--- src/rtl/melody_sequencer.sv ---
// Door-chime sequencer: a rising edge on the IR sensor plays a fixed 8-note
// melody as half-period/enable pairs for a square-wave tone generator, then holds off.
`timescale 1ns/1ps
module melody_sequencer #(
    parameter int TICK_DIV       = 2500000,
    parameter int GAP_TICKS      = 1,
    parameter int COOLDOWN_TICKS = 100
) (
    input  logic        clk,
    input  logic        rst_n,
    input  logic        ir0,
    output logic [17:0] half_period,
    output logic        tone_on,
    output logic        busy,
    output logic        done
);
    localparam int              PW         = $clog2(TICK_DIV);
    localparam logic [PW-1:0]   PRESC_LAST = PW'(TICK_DIV - 1);
    localparam logic [7:0]      GAP_LAST   = 8'(GAP_TICKS - 1);
    localparam logic [7:0]      COOL_LAST  = 8'(COOLDOWN_TICKS - 1);

    typedef enum logic [1:0] {IDLE, NOTE, GAP, COOLDOWN} state_t;

    state_t        state, state_d;
    logic [2:0]    idx, idx_d;
    logic [PW-1:0] presc;
    logic [7:0]    tcnt;
    logic          sync1, sync2, sync3;
    logic          trig, tick, cnt_clr;
    logic [17:0]   hp_d;
    logic          tone_d, busy_d, done_d;

    function automatic logic [17:0] rom_half(input logic [2:0] i);
        case (i)
            3'd0:    rom_half = 18'd33785;
            3'd1:    rom_half = 18'd42566;
            3'd2:    rom_half = 18'd56818;
            3'd3:    rom_half = 18'd42566;
            3'd4:    rom_half = 18'd37921;
            3'd5:    rom_half = 18'd28409;
            3'd6:    rom_half = 18'd37921;
            default: rom_half = 18'd33785;
        endcase
    endfunction

    // Last tick index of each note (note length in ticks minus one).
    function automatic logic [7:0] rom_last(input logic [2:0] i);
        case (i)
            3'd5, 3'd7: rom_last = 8'd29;
            default:    rom_last = 8'd14;
        endcase
    endfunction

    always_ff @(posedge clk or negedge rst_n) begin
        if (!rst_n) begin
            sync1 <= 1'b0;
            sync2 <= 1'b0;
            sync3 <= 1'b0;
        end else begin
            sync1 <= ir0;
            sync2 <= sync1;
            sync3 <= sync2;
        end
    end

    assign trig = sync2 & ~sync3;
    assign tick = (presc == PRESC_LAST);

    always_comb begin
        state_d = state;
        idx_d   = idx;
        hp_d    = half_period;
        tone_d  = tone_on;
        busy_d  = busy;
        done_d  = 1'b0;
        cnt_clr = 1'b0;
        case (state)
            IDLE: if (trig) begin
                state_d = NOTE;
                idx_d   = 3'd0;
                hp_d    = rom_half(3'd0);
                tone_d  = 1'b1;
                busy_d  = 1'b1;
                cnt_clr = 1'b1;
            end
            NOTE: if (tick && tcnt == rom_last(idx)) begin
                cnt_clr = 1'b1;
                tone_d  = 1'b0;
                if (idx == 3'd7) begin
                    state_d = COOLDOWN;
                    hp_d    = 18'd0;
                    done_d  = 1'b1;
                end else begin
                    state_d = GAP;
                end
            end
            GAP: if (tick && tcnt == GAP_LAST) begin
                cnt_clr = 1'b1;
                state_d = NOTE;
                idx_d   = idx + 3'd1;
                hp_d    = rom_half(idx + 3'd1);
                tone_d  = 1'b1;
            end
            COOLDOWN: if (tick && tcnt == COOL_LAST) begin
                cnt_clr = 1'b1;
                state_d = IDLE;
                busy_d  = 1'b0;
            end
            default: state_d = IDLE;
        endcase
    end

    // Outputs are registered alongside the state so they change only on transitions.
    always_ff @(posedge clk or negedge rst_n) begin
        if (!rst_n) begin
            state       <= IDLE;
            idx         <= 3'd0;
            presc       <= '0;
            tcnt        <= 8'd0;
            half_period <= 18'd0;
            tone_on     <= 1'b0;
            busy        <= 1'b0;
            done        <= 1'b0;
        end else begin
            state       <= state_d;
            idx         <= idx_d;
            half_period <= hp_d;
            tone_on     <= tone_d;
            busy        <= busy_d;
            done        <= done_d;
            if (cnt_clr || state == IDLE) begin
                presc <= '0;
                tcnt  <= 8'd0;
            end else if (tick) begin
                presc <= '0;
                tcnt  <= tcnt + 8'd1;
            end else begin
                presc <= presc + PW'(1);
            end
        end
    end
endmodule

--- config.mk ---
export PLATFORM = sky130hd
export DESIGN_NAME = melody_sequencer
export DESIGN_NICKNAME = d
export VERILOG_FILES = /design/src/rtl/melody_sequencer.sv
export SDC_FILE = /design/constraint.sdc
export NUM_CORES = 1
export LEC_CHECK = 0
export ABC_CLOCK_PERIOD_IN_PS = 3200
export BUFFER_PORTS_ARGS = -buffer_cell sky130_fd_sc_hd__clkbuf_2
export CAP_MARGIN = 10
export CORE_MARGIN = 1
export CORE_UTILIZATION = 55
export DETAILED_ROUTE_END_ITERATION = 7
export GPL_TIMING_DRIVEN = 0
export HOLD_SLACK_MARGIN = 0.12
export PLACE_DENSITY_LB_ADDON = 0.2
export SLEW_MARGIN = 20
export SYNTH_ARGS = -nofsm -noshare
export SYNTH_HDL_FRONTEND = slang
export SYNTH_SLANG_ARGS = --single-unit
--- constraint.sdc ---
create_clock -name clk -period 3.2 [get_ports clk]
set_input_delay 0.32 -clock clk [delete_from_list [all_inputs] [get_ports clk]]
set_output_delay 0.32 -clock clk [all_outputs]
set_load 0.02 [all_outputs]
==> metrics.cfg <==
[run_status]
outcome = finished clean

[floorplan]
die_h_um = 77.48
io_pins = 24
start_util_pct = 56.90
num_rows = 27
die_area_sq_mm = 0.006002
die_w_um = 77.48
core-area_sq_mm = 0.005507

[logic_synthesis]
synthTopCellsByArea = dfrtp_1 (44%), ha_1 (5.6%), nor2_1 (4.4%)
yosysTopAreaCellShare_pct = 43.93
ys_warn_count = 0
synth-edff-count = 0
synth_seq_cells = 55
yosysUniqueCellTypes = 53
synth.avg_cell_area_sq_um = 9.821
syn_area_sq_mm = 0.003133
synth_cells = 319
synth_top_cell_by_area = dfrtp_1
synth_ff_type = dfrtp_1
async_flop_share_pct = 100.0
yosysSeqAreaShare_pct = 43.93

[global_routing]
grt-ovfl-total = 0
grt_pass1_wl_um = 10280
grt_pass1_vias = 2148
grt_max_degree = 56
grt_use_total_pct = 21.76
antenna_found_initial = 0

[clock_tree]
cts_setup_buffers = 0
cts_tree = done
cts_resized = 0
cts-buffers-inserted = 5
clkSinkCount = 55
clk_latency_ns = 0.32
cts_root_buf = clkbuf_8
clkTransAtPathRegs_ns = 0.11
cts-htree-levels = 2
clockBufferDepth = 2

[power_and_ir_drop]
pwr-share-comb_pct = 31.1
p_leak_uw = 0.001495
p_int_uw = 1230
power_switching_uw = 671.5
ir_drop_v = 0.0003097
power_uw = 1902
swShare_pct = 35.31
power.density_mw_per_mm2 = 548.2
clock_power_share_pct = 25.1
seq_power_share_pct = 43.8

[setup_path]
worstPathRequired_ns = 3.41
rrSetupSlack_ns = 0.29
crit_arrival_ns = 3.12
endpoint_kind = flip-flop
cp_max_fo = 10
r2r_start = presc[0]
critPathLaunchType = flip-flop
critPathKind = flip-flop to flip-flop
cp-startpoint = presc[0]

[layout]
syn2layout_area_growth_pct = 10.74
drive_above_1_share_pct = 13.96
multiInputGateArea_sq_mm = 0.001625
diodes = 0
n_fill_cell = 469
nets = 367
seqCellArea_sq_mm = 0.001376

[drt]
wl_um = 6021
drt_pass1_iterations = 4
wl_met3_um = 211
wl_per_cell_um = 14.23
route.met2.wl_um = 2540
drc_errors = 0
top_layer = met4
wl_met1_um = 3199
vias = 2391
drt_iter0_drc = 123
viasPerCell = 5.652
ant_nets = 0

[placed_design]
dp_slack_ns = 0.3257
place.gp.congestion = 0.8250
dp_hpwl_um = 4307
io_buffers = 21

[timing]
setup_viol = 0
finalHoldViolations = 0
relSlewSlack_pct = 50.95
fmax_mhz = 343.3
worst_slack_ns = 0.2869
fin_crit_sh_pct = 91.04
finalSetupTns_ns = 0
worstMarginPinSlew_ns = 0.7358
fin_skew_ns = 0.01446
rsz0062_at_grt = false
layout_min_cycle_time_ns = 2.913
timing.final.max_slew_violations = 0
hold_ws_ns = 0.3742

[min_path]
hp-class = flip-flop to flip-flop
min-delay-start = sync1

[run]
cap_violations = 0

Yosys cell counts (2+ instances only):
cell type / count
o31ai_1: 2
or4_1: 3
inv_1: 20
o211ai_1: 2
a21o_1: 2
mux2i_1: 2
nor3_1: 14
xnor2_1: 14
clkbuf_1: 5
dfrtp_1: 55
nand2_1: 27
nor4_1: 3
mux2_2: 3
nand4_1: 8
a21oi_1: 11
a211oi_1: 2
or3_1: 2
nand3b_1: 2
o311ai_0: 2
o21ai_0: 4
o2bb2ai_1: 5
and3_1: 7
nand4b_1: 3
buf_4: 4
and2_1: 5
xor2_1: 10
a221oi_1: 2
nor4_4: 2
mux2_4: 4
and4_1: 3
nand3_1: 15
nand4bb_1: 2
a211o_1: 2
o21bai_1: 2
nor2_1: 37
nand2b_1: 3
ha_1: 14
power by group through the flow:
stage | registers [uW] | clock network [uW] | logic, uW
3_5_place_dp | 847 | 0 | 591
4_1_cts | 833 | 488 | 596
6_report | 833 | 477 | 592
2_1_floorplan | 903 | 0 | 369
5_1_grt | 844 | 517 | 657
3_3_place_gp | 844 | 0 | 589
worst max-delay path, cell delays in order, from the launching register on:
cell and delay [ns]:
dfrtp_1 0.43, ha_1 0.25, nand4_1 0.22, nor4_4 0.63
a41oi_4 0.33, a211oi_4 0.41, buf_6 0.21, mux2_4 0.31
logic make-up after synthesis:
family	after synthesis	synth area share, %
AOI/OAI and AO/OA	46	11.46
xor gates and xnor gates	24	6.709
adders and majority gates	14	5.591
buffers and inverters	30	4.313
DFF	55	43.93
muxes	9	3.634
other	1	0.1197
and+or+nand+nor	140	24.24
repair_timing:
action / in CTS / in global routing
hold buffers: 2 / 0
setup endpoints to repair: 0 / 0
hold endpoints to repair: 46 / 0
area by class of cell:
class | count | share of cell area [%]
inverters | 20 | 2.164
repair buffers | 23 | 3.678
multi-input cells | 235 | 46.84
well taps | 72 | 2.596
clock buffers | 5 | 1.983
clock inverters | 3 | 1.334
plain buffers | 10 | 1.731
flip-flops and latches | 55 | 39.67
routing by layer:
metal  track usage (%)  up-vias
met4             6.981        0
met5                 0        -
met3             4.471        6
li1                  -     1188
met2             30.97       44
met1             32.87     1153
placed cells by master, fill, tap and decap left out, types with 3 or more instances in the layout:
cell       instances
and4_1             3
o21ai_0            4
xnor2_1           14
clkbuf_2          20
inv_1             20
nor3_1            14
nor2_1            37
o2bb2ai_1          5
nand2b_1           3
and2_1             5
ha_1              14
nand2_1           27
mux2_2             3
or4_1              3
mux2_4             4
nand4b_1           3
buf_4              4
dfrtp_1           55
clkbuf_8           5
xor2_1            10
and3_1             7
clkbuf_1           5
nand4_1            8
nand3_1           15
nor4_1             3
a21oi_1           11
per-stage QoR:
step | cells | util, % | cell area (sq um)
floorplan | 320 | - | 3137
global placement | 413 | 60.51 | 3332
detailed placement | 413 | 60.55 | 3334
CTS | 423 | 63.01 | 3470
global route | 423 | 63.01 | 3470
finish | 423 | 63.01 | 3470
registers in the layout (all words and copies together), names as in the netlist:
name         flops
busy             1
tcnt             8
idx              3
tone_on          1
state            2
half_period     14
sync2            1
done             1
presc           22
sync3            1
sync1            1
worst paths after layout:
| path | end | cells past startpoint |
|---|---|---|
| setup / recovery | half_period[12] | 7 |
| min in group asynchronous | presc[16] | 2 |
| hold / removal | sync2 | 0 |
| hold reg to reg | sync2 | 0 |
| max in group asynchronous | tcnt[1] | 2 |
| setup reg to reg | half_period[12] | 7 |
No activity file was read; power rests on OpenSTA's default activity.
